### config.mk
export PLATFORM = sky130hd
export DESIGN_NAME = dqs_eye_train_ctrl_flat
export DESIGN_NICKNAME = d
export VERILOG_FILES = /design/src/rtl/dqs_eye_train_ctrl_if.sv /design/src/rtl/dqs_eye_train_ctrl.sv /design/src/flat_wrapper.sv
export SDC_FILE = /design/constraint.sdc
export NUM_CORES = 1
export LEC_CHECK = 0
export ABC_CLOCK_PERIOD_IN_PS = 2000
export BUFFER_PORTS_ARGS = -buffer_cell sky130_fd_sc_hd__buf_2
export CORE_UTILIZATION = 54
export CTS_CLUSTER_SIZE = 30
export DETAILED_ROUTE_END_ITERATION = 12
export GPL_TIMING_DRIVEN = 0
export HOLD_SLACK_MARGIN = 0.12
export PLACE_DENSITY = 0.85
export SYNTH_ARGS = -nofsm -noshare
export SYNTH_HDL_FRONTEND = slang
export SYNTH_SLANG_ARGS = --single-unit
### constraint.sdc
create_clock -name fab_clk -period 2 [get_ports fab_clk]
set_clock_uncertainty 0.15 [all_clocks]
set_input_delay 0.1 -clock fab_clk [delete_from_list [all_inputs] [get_ports fab_clk]]
set_output_delay 0.1 -clock fab_clk [all_outputs]
set_load 0.1 [all_outputs]
### src/rtl/dqs_eye_train_ctrl_if.sv
// Bus bundle between the DQS eye-training controller, the PHY training
// sequencer and one DQS lane IOD.
// The debug counters exist only when DQS_EYE_TRAIN_DBG_EN is defined.
interface dqs_eye_train_ctrl_if #(
    parameter int TAP_W = 7,
    parameter int CNT_W = 5
);
    // Sequencer request side
    logic             start;
    logic             abort;
    // IOD status flags
    logic             eye_monitor_early;
    logic             eye_monitor_late;
    logic             delay_line_out_of_range;
    // IOD control pulses
    logic             delay_line_load;
    logic             delay_line_move;
    logic             delay_line_direction;
    logic             eye_monitor_clear_flags;
    // Sequencer status side
    logic             train_busy;
    logic             train_done;
    logic             train_fail;
    logic [TAP_W-1:0] tap_count;
`ifdef DQS_EYE_TRAIN_DBG_EN
    logic [CNT_W-1:0] dbg_early_cnt;
    logic [CNT_W-1:0] dbg_late_cnt;
    logic [7:0]       dbg_step_cnt;
`endif

`ifdef DQS_EYE_TRAIN_DBG_EN
    modport master (
        input  start, abort, eye_monitor_early, eye_monitor_late, delay_line_out_of_range,
        output delay_line_load, delay_line_move, delay_line_direction, eye_monitor_clear_flags,
        output train_busy, train_done, train_fail, tap_count,
        output dbg_early_cnt, dbg_late_cnt, dbg_step_cnt
    );
    modport slave (
        output start, abort, eye_monitor_early, eye_monitor_late, delay_line_out_of_range,
        input  delay_line_load, delay_line_move, delay_line_direction, eye_monitor_clear_flags,
        input  train_busy, train_done, train_fail, tap_count,
        input  dbg_early_cnt, dbg_late_cnt, dbg_step_cnt
    );
`else
    modport master (
        input  start, abort, eye_monitor_early, eye_monitor_late, delay_line_out_of_range,
        output delay_line_load, delay_line_move, delay_line_direction, eye_monitor_clear_flags,
        output train_busy, train_done, train_fail, tap_count
    );
    modport slave (
        output start, abort, eye_monitor_early, eye_monitor_late, delay_line_out_of_range,
        input  delay_line_load, delay_line_move, delay_line_direction, eye_monitor_clear_flags,
        input  train_busy, train_done, train_fail, tap_count
    );
`endif
endinterface

### src/rtl/dqs_eye_train_ctrl.sv
// DQS read-eye centring controller for one IOD lane.
// Loads the static delay, then repeatedly clears the eye flags, integrates
// early/late over a fixed window and steps the delay line toward balance
// until LOCK_WINDOWS consecutive balanced windows are seen.
// Optional feature macro: DQS_EYE_TRAIN_DBG_EN adds last-window early/late
// counts and the step count as debug outputs.
module dqs_eye_train_ctrl #(
    parameter int TAP_W         = 7,
    parameter int MAX_TAPS      = 127,
    parameter int SETTLE_CYCLES = 8,
    parameter int SAMPLE_CYCLES = 16,
    parameter int LOCK_WINDOWS  = 3,
    parameter int MAX_STEPS     = 255
) (
    input  logic              fab_clk,
    input  logic              arst_n,
    dqs_eye_train_ctrl_if.master bus
);

    localparam int CNT_W  = $clog2(SAMPLE_CYCLES + 1);
    localparam int SET_W  = $clog2(SETTLE_CYCLES + 1);
    localparam int STEP_W = $clog2(MAX_STEPS + 1);
    localparam int LOCK_W = $clog2(LOCK_WINDOWS + 1);

    localparam logic [SET_W-1:0]  SETTLE_LAST = SET_W'(SETTLE_CYCLES - 1);
    localparam logic [CNT_W-1:0]  SAMPLE_LAST = CNT_W'(SAMPLE_CYCLES - 1);
    localparam logic [LOCK_W-1:0] LOCK_LAST   = LOCK_W'(LOCK_WINDOWS - 1);
    localparam logic [STEP_W-1:0] STEP_LIMIT  = STEP_W'(MAX_STEPS);
    localparam logic [TAP_W-1:0]  TAP_TOP     = TAP_W'(MAX_TAPS);

    typedef enum logic [3:0] {
        S_IDLE,
        S_LOAD,
        S_SETTLE,
        S_CLEAR,
        S_SETTLE2,
        S_SAMPLE,
        S_DECIDE,
        S_MOVE,
        S_DONE,
        S_FAIL
    } state_t;

    state_t            state;
    logic [SET_W-1:0]  settle_cnt;
    logic [CNT_W-1:0]  sample_cnt;
    logic [CNT_W-1:0]  early_cnt;
    logic [CNT_W-1:0]  late_cnt;
    logic [LOCK_W-1:0] lock_cnt;
    logic [STEP_W-1:0] step_cnt;
    logic [TAP_W-1:0]  tap_q;
    logic              load_q;
    logic              move_q;
    logic              clear_q;
    logic              dir_q;
    logic              busy_q;
    logic              done_q;
    logic              fail_q;

    // Flag integration never exceeds the window length, but the counter is
    // still pinned at its top value rather than allowed to wrap.
    function automatic logic [CNT_W-1:0] sat_inc(input logic [CNT_W-1:0] cnt, input logic flag);
        if (flag && (cnt != {CNT_W{1'b1}})) begin
            return cnt + CNT_W'(1);
        end
        return cnt;
    endfunction

    // Training sequencer: state, counters and all registered outputs.
    always_ff @(posedge fab_clk or negedge arst_n) begin
        if (!arst_n) begin
            state      <= S_IDLE;
            settle_cnt <= '0;
            sample_cnt <= '0;
            early_cnt  <= '0;
            late_cnt   <= '0;
            lock_cnt   <= '0;
            step_cnt   <= '0;
            tap_q      <= '0;
            load_q     <= 1'b0;
            move_q     <= 1'b0;
            clear_q    <= 1'b0;
            dir_q      <= 1'b0;
            busy_q     <= 1'b0;
            done_q     <= 1'b0;
            fail_q     <= 1'b0;
        end else begin
            // IOD strobes are single-cycle unless a transition re-arms one
            load_q  <= 1'b0;
            move_q  <= 1'b0;
            clear_q <= 1'b0;
            if (bus.abort) begin
                // Abort wins over everything; the tap offset is kept for inspection
                state  <= S_IDLE;
                busy_q <= 1'b0;
                done_q <= 1'b0;
                fail_q <= 1'b0;
            end else if (busy_q && bus.delay_line_out_of_range) begin
                // Delay line hit its physical limit: stop with the tap frozen
                state  <= S_FAIL;
                busy_q <= 1'b0;
                fail_q <= 1'b1;
            end else begin
                case (state)
                    S_IDLE, S_DONE, S_FAIL: begin
                        if (bus.start) begin
                            state    <= S_LOAD;
                            load_q   <= 1'b1;
                            busy_q   <= 1'b1;
                            done_q   <= 1'b0;
                            fail_q   <= 1'b0;
                            tap_q    <= '0;
                            step_cnt <= '0;
                            lock_cnt <= '0;
                        end
                    end
                    S_LOAD: begin
                        tap_q      <= '0;
                        settle_cnt <= '0;
                        state      <= S_SETTLE;
                    end
                    S_SETTLE: begin
                        if (settle_cnt == SETTLE_LAST) begin
                            state   <= S_CLEAR;
                            clear_q <= 1'b1;
                        end else begin
                            settle_cnt <= settle_cnt + SET_W'(1);
                        end
                    end
                    S_CLEAR: begin
                        early_cnt  <= '0;
                        late_cnt   <= '0;
                        settle_cnt <= '0;
                        state      <= S_SETTLE2;
                    end
                    S_SETTLE2: begin
                        if (settle_cnt == SETTLE_LAST) begin
                            sample_cnt <= '0;
                            state      <= S_SAMPLE;
                        end else begin
                            settle_cnt <= settle_cnt + SET_W'(1);
                        end
                    end
                    S_SAMPLE: begin
                        early_cnt <= sat_inc(early_cnt, bus.eye_monitor_early);
                        late_cnt  <= sat_inc(late_cnt, bus.eye_monitor_late);
                        if (sample_cnt == SAMPLE_LAST) begin
                            state <= S_DECIDE;
                        end else begin
                            sample_cnt <= sample_cnt + CNT_W'(1);
                        end
                    end
                    S_DECIDE: begin
                        if (early_cnt == late_cnt) begin
                            // Balanced window: count toward lock, no delay change
                            lock_cnt <= lock_cnt + LOCK_W'(1);
                            if (lock_cnt == LOCK_LAST) begin
                                state  <= S_DONE;
                                busy_q <= 1'b0;
                                done_q <= 1'b1;
                            end else begin
                                state   <= S_CLEAR;
                                clear_q <= 1'b1;
                            end
                        end else begin
                            // Early dominates -> sampling too soon -> add delay
                            lock_cnt <= '0;
                            dir_q    <= (early_cnt > late_cnt);
                            if (((early_cnt > late_cnt) && (tap_q == TAP_TOP)) ||
                                ((early_cnt < late_cnt) && (tap_q == '0)) ||
                                (step_cnt == STEP_LIMIT)) begin
                                state  <= S_FAIL;
                                busy_q <= 1'b0;
                                fail_q <= 1'b1;
                            end else begin
                                state  <= S_MOVE;
                                move_q <= 1'b1;
                            end
                        end
                    end
                    S_MOVE: begin
                        tap_q      <= dir_q ? (tap_q + TAP_W'(1)) : (tap_q - TAP_W'(1));
                        step_cnt   <= step_cnt + STEP_W'(1);
                        settle_cnt <= '0;
                        state      <= S_SETTLE;
                    end
                    default: begin
                        state  <= S_IDLE;
                        busy_q <= 1'b0;
                    end
                endcase
            end
        end
    end

    assign bus.delay_line_load         = load_q;
    assign bus.delay_line_move         = move_q;
    assign bus.delay_line_direction    = dir_q;
    assign bus.eye_monitor_clear_flags = clear_q;
    assign bus.train_busy              = busy_q;
    assign bus.train_done              = done_q;
    assign bus.train_fail              = fail_q;
    assign bus.tap_count               = tap_q;

`ifdef DQS_EYE_TRAIN_DBG_EN
    logic [CNT_W-1:0] dbg_early_q;
    logic [CNT_W-1:0] dbg_late_q;
    logic [7:0]       dbg_step_q;

    // Debug snapshot of the window just judged, plus the running step count
    always_ff @(posedge fab_clk or negedge arst_n) begin
        if (!arst_n) begin
            dbg_early_q <= '0;
            dbg_late_q  <= '0;
            dbg_step_q  <= '0;
        end else begin
            if (state == S_DECIDE) begin
                dbg_early_q <= early_cnt;
                dbg_late_q  <= late_cnt;
            end
            dbg_step_q <= 8'(step_cnt);
        end
    end

    assign bus.dbg_early_cnt = dbg_early_q;
    assign bus.dbg_late_cnt  = dbg_late_q;
    assign bus.dbg_step_cnt  = dbg_step_q;
`else
    // Debug observation registers are not built in this configuration.
`endif

endmodule

### src/flat_wrapper.sv
// flat-port wrapper written by rule: the top's interface ports become plain ports
module dqs_eye_train_ctrl_flat 
#(
    parameter int TAP_W         = 7,
    parameter int MAX_TAPS      = 127,
    parameter int SETTLE_CYCLES = 8,
    parameter int SAMPLE_CYCLES = 16,
    parameter int LOCK_WINDOWS  = 3,
    parameter int MAX_STEPS     = 255
)
  (fab_clk, arst_n, bus_start, bus_abort, bus_eye_monitor_early, bus_eye_monitor_late, bus_delay_line_out_of_range, bus_delay_line_load, bus_delay_line_move, bus_delay_line_direction, bus_eye_monitor_clear_flags, bus_train_busy, bus_train_done, bus_train_fail, bus_tap_count);
  dqs_eye_train_ctrl_if #(.TAP_W(TAP_W), .CNT_W(5)) bus_i ();
  input  logic fab_clk;
  input  logic arst_n;
  input wire logic [$bits(bus_i.start)-1:0] bus_start;
  input wire logic [$bits(bus_i.abort)-1:0] bus_abort;
  input wire logic [$bits(bus_i.eye_monitor_early)-1:0] bus_eye_monitor_early;
  input wire logic [$bits(bus_i.eye_monitor_late)-1:0] bus_eye_monitor_late;
  input wire logic [$bits(bus_i.delay_line_out_of_range)-1:0] bus_delay_line_out_of_range;
  output wire logic [$bits(bus_i.delay_line_load)-1:0] bus_delay_line_load;
  output wire logic [$bits(bus_i.delay_line_move)-1:0] bus_delay_line_move;
  output wire logic [$bits(bus_i.delay_line_direction)-1:0] bus_delay_line_direction;
  output wire logic [$bits(bus_i.eye_monitor_clear_flags)-1:0] bus_eye_monitor_clear_flags;
  output wire logic [$bits(bus_i.train_busy)-1:0] bus_train_busy;
  output wire logic [$bits(bus_i.train_done)-1:0] bus_train_done;
  output wire logic [$bits(bus_i.train_fail)-1:0] bus_train_fail;
  output wire logic [$bits(bus_i.tap_count)-1:0] bus_tap_count;
  assign bus_i.start = bus_start;
  assign bus_i.abort = bus_abort;
  assign bus_i.eye_monitor_early = bus_eye_monitor_early;
  assign bus_i.eye_monitor_late = bus_eye_monitor_late;
  assign bus_i.delay_line_out_of_range = bus_delay_line_out_of_range;
  assign bus_delay_line_load = bus_i.delay_line_load;
  assign bus_delay_line_move = bus_i.delay_line_move;
  assign bus_delay_line_direction = bus_i.delay_line_direction;
  assign bus_eye_monitor_clear_flags = bus_i.eye_monitor_clear_flags;
  assign bus_train_busy = bus_i.train_busy;
  assign bus_train_done = bus_i.train_done;
  assign bus_train_fail = bus_i.train_fail;
  assign bus_tap_count = bus_i.tap_count;
  dqs_eye_train_ctrl #(.TAP_W(TAP_W), .MAX_TAPS(MAX_TAPS), .SETTLE_CYCLES(SETTLE_CYCLES), .SAMPLE_CYCLES(SAMPLE_CYCLES), .LOCK_WINDOWS(LOCK_WINDOWS), .MAX_STEPS(MAX_STEPS)) u_core (.fab_clk(fab_clk), .arst_n(arst_n), .bus(bus_i));
endmodule
==> impl_metrics.toml, run 1 <==
[sta]
timing_worst_slew_pin_value_ns = 1.07
max_slew_margin_pct = 28.9
setup-violations-final = 20
maxClockFrequency_mhz = 427
timing.hold.ws_ns = 0.253
timing.final.crit_share_pct = 117
hold_viol_final = 0
layout_min_cycle_time_ns = 2.34
drv_slew = 0
rsz_0062_raised_after_global_routing = "true"
setup_total_negative_slack_ns = -2.49
postLayoutSetupSlackWorst_ns = -0.340

[route]
routed_wirelength_mm = 9.17
drtIter0Drc = 407
antenna_violating_nets_post_route = 0
drc = 0
detail_route.wl_per_cell_um = 20.3
vias_per_cell = 6.69
via_count = 3019
detailed_router_iteration_count_before_antenna_repair = 5

[layout]
layout-drive-gt1-share_pct = 33.9
layout_common_cells = "dfrtp_1 (37), buf_4 (27), nand2_1 (25)"
synth_to_layout_area_growth_pct = 32.8
multiInputGateArea_um2 = 1960
layout.filler_cells = 334
number_of_nets_in_the_layout = 407
final_cell_count_no_fill = 451
antenna_cells = 0
layout_commonest_cell = "dfrtp_1"
register_area_um2 = 1200

[run_status]
violations = "setup timing"
outcome = "finished, violations left"

[hold_path]
min-delay-path-class = "input port to flop"
min-delay-start = "bus_abort"
whs_path_depth = 4
holdPathEnd = "u_core.late_cnt[3]$_DFFE_PN0P_"

[synth]
net_count_after_synthesis = 340
yosys.cell_types.count = 57
count_of_flip_flops_with_a_built_in_enable_after_synthesis = 0
syn_inst = 313
synth_seq_cells = 47
synth_ff_type = "dfrtp_1"
synth-warning-count = 0
avgSynthCellArea_um2 = 9.32
synth_area_um2 = 2920
synthArstFlopShare_pct = 100
synth_sequential_area_ratio_pct = 40.3

[worst_setup_path]
cp_max_fo = 3
setup.worst_path.start = "u_core.late_cnt[2]$_DFFE_PN0P_"
timing.critical_path.required_ns = 2.01
criticalPathCategory = "flop to flop"
reg2reg_setup_slack_ns = -0.34
rr_worst_depth = 10
critical_path_buf_inv_count = 4
crit-reg2reg-capture = "u_core.state[3]$_DFFE_PN0P_"
worstPathArrival_ns = 2.35
timing.critical_path.cells = "inv_2 > ha_4 > a211o_1 > o211ai_1 > buf_4 > and3_4 > buf_4 > buf_6 > nor4_4 > o22ai_1"
crit_path_end_kind = "flop"
slowest_delay_ns = 0.44
worstSetupStartpointType = "flop"
cell_class_contributing_the_biggest_share_of_worst_path_delay = "buffers and inverters"
critical_path.reg2reg.startpoint = "u_core.late_cnt[2]$_DFFE_PN0P_"
crit_top_cell = "buf_4"
critical-path-slowest-cell = "dfrtp_1"

[placed_design]
placement.setup.worst_slack_ns = -0.272
gp_routability_congestion = 0.851
placedCellCount = 402
hpwlAfterDp_mm = 4.59
io_buffers = 19

[floorplan]
design.die.area_um2 = 5700
chipHeight_um = 75.5
floorplan.initialDensity_pct = 56.8
floorplan.die.width_um = 75.5
core.rowCount = 26
core_region_area_um2 = 5140
pin_count = 21

[cts]
clk_pin_slew_ns = 0.08
clk_lat_worst_skew_ns = 0.31
tritoncts = "built"
cts_num_sinks = 47
cts_buffers = 5
cts.htree.levels = 2
clockBufferDepth = 2
clk_root_buffer_cell = "clkbuf_8"

[pwr]
power_leakage_nw = 1.77
comb_power_share_pct = 44.1
totalPowerFinal_mw = 3.21
power.ir.vdd_worst_v = 0.000659
switching_share_pct = 42.5
p_int_mw = 1.85
clk_pwr_share_pct = 17.8
cellPowerDensity_nw_per_um2 = 829
power.net_switching_mw = 1.36
seq_power_share_pct = 38.0

[global_route]
grt_antenna_before_repair = 0
globalRoute.totalOverflow = 0
vias_in_the_first_global_route = 2534
maximum_number_of_pins_on_one_net_before_global_route_repair = 48
globalRouteTotalUtil_pct = 26.4
global_route_wire_length_before_repair_mm = 11.2

[run]
maxCapViolations = 0
==> cell usage after synthesis, drive strengths merged, types with 2 or more instances <==
library cell,n,area (µm²)
buf,2,10.0
nand3,10,55.1
clkbuf,5,18.8
mux2,2,22.5
nand3b,3,22.5
o21ai,27,135
and2,2,12.5
dfrtp,47,1180
nand2,25,93.8
xor2,4,35.0
nor3,5,25.0
inv,18,67.6
and4,2,17.5
a21oi,14,70.1
xnor2,3,26.3
nor2,23,91.3
or2,2,12.5
mux2i,4,40.0
or3,2,12.5
nor3b,4,30.0
a211oi,4,30.0
o21bai,3,22.5
a2111oi,2,17.5
and3,6,37.5
o22ai,3,18.8
a211o,3,26.3
nor4bb,2,20.0
nor2b,11,68.8
a21o,5,37.5
nand4,6,37.5
o31ai,8,60.1
nand2b,7,43.8
or4b,2,23.8
ha,19,238
a31oi,3,18.8
nor4,3,25.0
o21a,2,15.0
a22o,6,52.6
==> per-layer routing <==
| layer | vias to the layer above | part of all wire (%) | track usage [%] |
|---|---|---|---|
| li1 | 1297 | - | - |
| met1 | 1429 | 38 | 33.0 |
| met2 | 228 | 48 | 44.0 |
| met3 | 65 | 8.6 | 5.16 |
| met4 | 0 | 5.7 | 13.0 |
| met5 | - | 0 | 0 |
==> how the worst max path moves through the flow <==
stage / endpoint / slack (ns) / cells past startpoint
final: u_core.state[3]$_DFFE_PN0P_ / -0.34 / 10
after CTS: u_core.bus.train_busy$_DFFE_PN0P_ / -0.24 / 9
after detailed placement: u_core.bus.train_busy$_DFFE_PN0P_ / -0.27 / 8
after global routing: u_core.state[3]$_DFFE_PN0P_ / -0.36 / 10
after global placement: u_core.bus.train_busy$_DFFE_PN0P_ / -0.26 / 8
after floorplan: u_core.bus.train_busy$_DFFE_PN0P_ / -0.22 / 6
==> what timing repair did <==
| item | in CTS | in global routing |
|---|---|---|
| setup endpoints to repair | 16 | 37 |
| hold endpoints to repair | 53 | 0 |
| hold buffers | 7 | 0 |
| pin swaps | 20 | 21 |
| gates cloned | 0 | 1 |
| setup buffers | 18 | 16 |
| resized for setup | 28 | 44 |
==> layout make-up <==
class | instances | area share (%)
Inverter | 18 | 1.94
Tap cell | 70 | 2.26
Buffer | 7 | 0.840
Clock buffer | 7 | 1.97
Multi-Input combinational cell | 242 | 50.7
Timing Repair Buffer | 59 | 11.2
Clock inverter | 1 | 0.129
Sequential cell | 47 | 30.9
==> logic make-up (layout without fill, tap and decap cells) <==
family,Yosys count,count (layout),share of synthesized area (%)
xor+xnor,7,7,2.10
compound gates,89,89,20.0
simple gates,119,120,23.3
fa+ha+maj,20,20,8.83
flops,47,47,40.3
mux,6,6,2.14
buf+inv,25,92,3.30
==> power groups by stage <==
stage                     registers, mW  clock network [mW]  logic, mW
after floorplan                    1.31                   0      0.685
after global placement             1.20                   0       1.01
after detailed placement           1.21                   0       1.03
after CTS                          1.19               0.572       1.19
after global routing               1.23               0.601       1.49
final                              1.22               0.573       1.42
==> registers in the layout, indices dropped and copies added, names as in the netlist <==
name,count
u_core.state,4
u_core.bus.train_fail,1
u_core.bus.tap_count,7
u_core.bus.eye_monitor_clear_flags,1
u_core.bus.delay_line_move,1
u_core.late_cnt,5
u_core.bus.delay_line_direction,1
u_core.bus.train_busy,1
u_core.step_cnt,8
u_core.bus.train_done,1
u_core.sample_cnt,5
u_core.lock_cnt,2
u_core.settle_cnt,4
u_core.bus.delay_line_load,1
u_core.early_cnt,5
==> tightest hold or removal path, cell delays in order <==
cell and delay, ns:
clkbuf_1 0.23, a21oi_2 0.13, nand3_4 0.14, o31ai_2 0.07
==> through the flow <==
stage                     instance area, µm²  util [%]
after global placement                  3160      61.5
after floorplan                         2980         -
after CTS                               3560      69.3
after detailed placement                3160      61.5
after global routing                    3870      75.4
final                                   3870      75.4
No activity file was read; power rests on OpenSTA's default activity.
==> run 2: changes to the inputs <==
--- a/config.mk
+++ b/config.mk
@@ -5,14 +5,14 @@
 export SDC_FILE = /design/constraint.sdc
 export NUM_CORES = 1
 export LEC_CHECK = 0
-export ABC_CLOCK_PERIOD_IN_PS = 2000
+export ABC_CLOCK_PERIOD_IN_PS = 2300
 export BUFFER_PORTS_ARGS = -buffer_cell sky130_fd_sc_hd__buf_2
-export CORE_UTILIZATION = 54
+export CORE_UTILIZATION = 55
 export CTS_CLUSTER_SIZE = 30
 export DETAILED_ROUTE_END_ITERATION = 12
 export GPL_TIMING_DRIVEN = 0
 export HOLD_SLACK_MARGIN = 0.12
-export PLACE_DENSITY = 0.85
+export PLACE_DENSITY = 0.84
 export SYNTH_ARGS = -nofsm -noshare
 export SYNTH_HDL_FRONTEND = slang
 export SYNTH_SLANG_ARGS = --single-unit
==> constraint.sdc (replaced) <==
create_clock -name fab_clk -period 2.3 [get_ports fab_clk]
set_clock_uncertainty 0.15 [all_clocks]
set_input_delay 0.115 -clock fab_clk [delete_from_list [all_inputs] [get_ports fab_clk]]
set_output_delay 0.115 -clock fab_clk [all_outputs]
set_load 0.1 [all_outputs]
==> impl_metrics.toml, run 2 (same netlist as run 1, synthesis figures left out) <==
[global_route]
grt_antenna_before_repair = 0
global_route_wire_length_before_repair_mm = 10.3
met2_usage_pct = 38.2
global_route.usage.met1_pct = 33.4
maximum_number_of_pins_on_one_net_before_global_route_repair = 48
globalRouteTotalUtil_pct = 23.8
met3_demand_to_capacity_share_in_global_routing_pct = 3.75
globalRoute.totalOverflow = 0
vias_in_the_first_global_route = 2306
busiest_layer = "met2"

[worst_setup_path]
timing.critical_path.required_ns = 2.40
setup.worst_path.start = "u_core.bus.delay_line_direction$_DFFE_PN0P_"
worstSetupStartpointType = "flop"
criticalPathCategory = "flop to flop"
setup.worst_path.end = "u_core.bus.tap_count[6]$_DFFE_PN0P_"
crit_path_end_kind = "flop"
crit-reg2reg-capture = "u_core.bus.tap_count[6]$_DFFE_PN0P_"
worstPathArrival_ns = 2.34
reg2reg_setup_slack_ns = 0.05
cp_max_fo = 6
critical_path.reg2reg.startpoint = "u_core.bus.delay_line_direction$_DFFE_PN0P_"
rr_worst_depth = 7

[layout]
synth_to_layout_area_growth_pct = 17.6
number_of_nets_in_the_layout = 382
layout_commonest_cell = "dfrtp_1"
register_area_um2 = 1190
flip_flop_count_of_the_largest_register_all_copies_and_words_added = 8
fin_util_pct = 67.2
multiInputGateArea_um2 = 1730
layout-drive-gt1-share_pct = 19.7
top_register = "u_core.step_cnt"
layout_common_cells = "dfrtp_1 (40), o21ai_0 (27), nand2_1 (25)"
final_cell_count_no_fill = 426
antenna_cells = 0
layout.filler_cells = 409

[sta]
maxClockFrequency_mhz = 445
timing.final.crit_share_pct = 97.7
layout_min_cycle_time_ns = 2.25
setup_total_negative_slack_ns = 0
max_slew_margin_pct = 30.6
hold_viol_final = 0
timing_worst_slew_pin_value_ns = 1.04
postLayoutSetupSlackWorst_ns = 0.0530
setup-violations-final = 0
drv_slew = 0
rsz_0062_raised_after_global_routing = "true"

[floorplan]
chipHeight_um = 74.8
core.rowCount = 26
pin_count = 21
design.die.area_um2 = 5600
floorplan.initialDensity_pct = 57.1
floorplan.die.width_um = 74.8
core_region_area_um2 = 5110

[cts]
cts_num_sinks = 47
clk_root_buffer_cell = "clkbuf_8"
clockBufferDepth = 2
cts_buffers = 5
cts.htree.levels = 2
tritoncts = "built"
clk_pin_slew_ns = 0.09
clk_lat_worst_skew_ns = 0.31

[placed_design]
io_buffers = 19
placement.setup.worst_slack_ns = -0.0924
placedCellCount = 402
gp_routability_congestion = 0.823
hpwlAfterDp_mm = 4.50

[pwr]
power.ir.vdd_worst_v = 0.000341
power.net_switching_mw = 1.02
switching_share_pct = 41.1
power_leakage_nw = 1.57
clk_pwr_share_pct = 20.6
seq_power_share_pct = 41.4
p_int_mw = 1.47
comb_power_share_pct = 38.1
cellPowerDensity_nw_per_um2 = 726
totalPowerFinal_mw = 2.49

[route]
detailed_router_iteration_count_before_antenna_repair = 4
drc = 0
antenna_violating_nets_post_route = 0
via_count = 2510
vias_per_cell = 5.89
routed_wirelength_mm = 6.38
detail_route.wl_per_cell_um = 15.0
drtIter0Drc = 184

[run_status]
outcome = "completed"

[hold_path]
min-delay-path-class = "flop to flop"

[run]
maxCapViolations = 0
run 2: worst max-delay path: stages (launching register included):
cell,delay (ns)
dfrtp_4,0.47
clkinvlp_4,0.17
ha_1,0.34
nor2b_2,0.19
o311a_1,0.30
a211oi_2,0.22
mux2i_1,0.23
a21o_1,0.10
run 2: power groups by stage:
stage / clock [mW] / sequential (mW) / combinational [mW]
finish: 0.513 / 1.03 / 0.948
global route: 0.555 / 1.05 / 1.05
CTS: 0.519 / 1.03 / 0.892
detailed placement: 0 / 1.04 / 0.863
global placement: 0 / 1.04 / 0.844
floorplan: 0 / 1.14 / 0.568
run 2: worst min path at each step:
stage                                          start                              endpoint  slack [ns]  depth (start not counted)
global route        u_core.sample_cnt[3]$_DFFE_PN0P_      u_core.sample_cnt[3]$_DFFE_PN0P_        0.33                          1
detailed placement                            arst_n      u_core.settle_cnt[2]$_DFFE_PN0P_        0.21                          1
CTS                 u_core.sample_cnt[3]$_DFFE_PN0P_      u_core.sample_cnt[3]$_DFFE_PN0P_        0.33                          1
finish              u_core.settle_cnt[3]$_DFFE_PN0P_      u_core.settle_cnt[3]$_DFFE_PN0P_        0.33                          1
floorplan                                     arst_n  u_core.bus.delay_line_load$_DFF_PN0_       -0.33                          0
global placement                              arst_n      u_core.settle_cnt[2]$_DFFE_PN0P_        0.20                          1
run 2: cell type report:
cell class | instances | area share, %
Buffer | 7 | 0.839
Inverter | 18 | 2.08
Clock buffer | 5 | 2.01
Multi-Input combinational cell | 241 | 50.5
Timing Repair Buffer | 35 | 6.82
Clock inverter | 3 | 0.584
Tap cell | 70 | 2.55
Sequential cell | 47 | 34.6
run 2: through the flow:
step	instance area (µm²)	hold slack, ns
floorplan	2930	-0.331
global placement	3110	0.200
detailed placement	3110	0.208
CTS	3290	0.328
global route	3430	0.334
finish	3430	0.330
run 2: per-layer routing:
layer | up-vias | routed length [µm] | part of all wire [%]
li1 | 1234 | - | -
met1 | 1214 | 3090 | 48
met2 | 49 | 3020 | 47
met3 | 13 | 161 | 2.5
met4 | 0 | 102 | 1.6
met5 | - | 0 | 0
run 2: repair_timing:
item | 4_1_cts | 5_1_grt
setup endpoints to repair | 2 | 7
setup buffers | 1 | 9
pin swaps | 0 | 6
hold endpoints to repair | 53 | 0
gates resized for setup | 5 | 15
hold buffers | 6 | 0
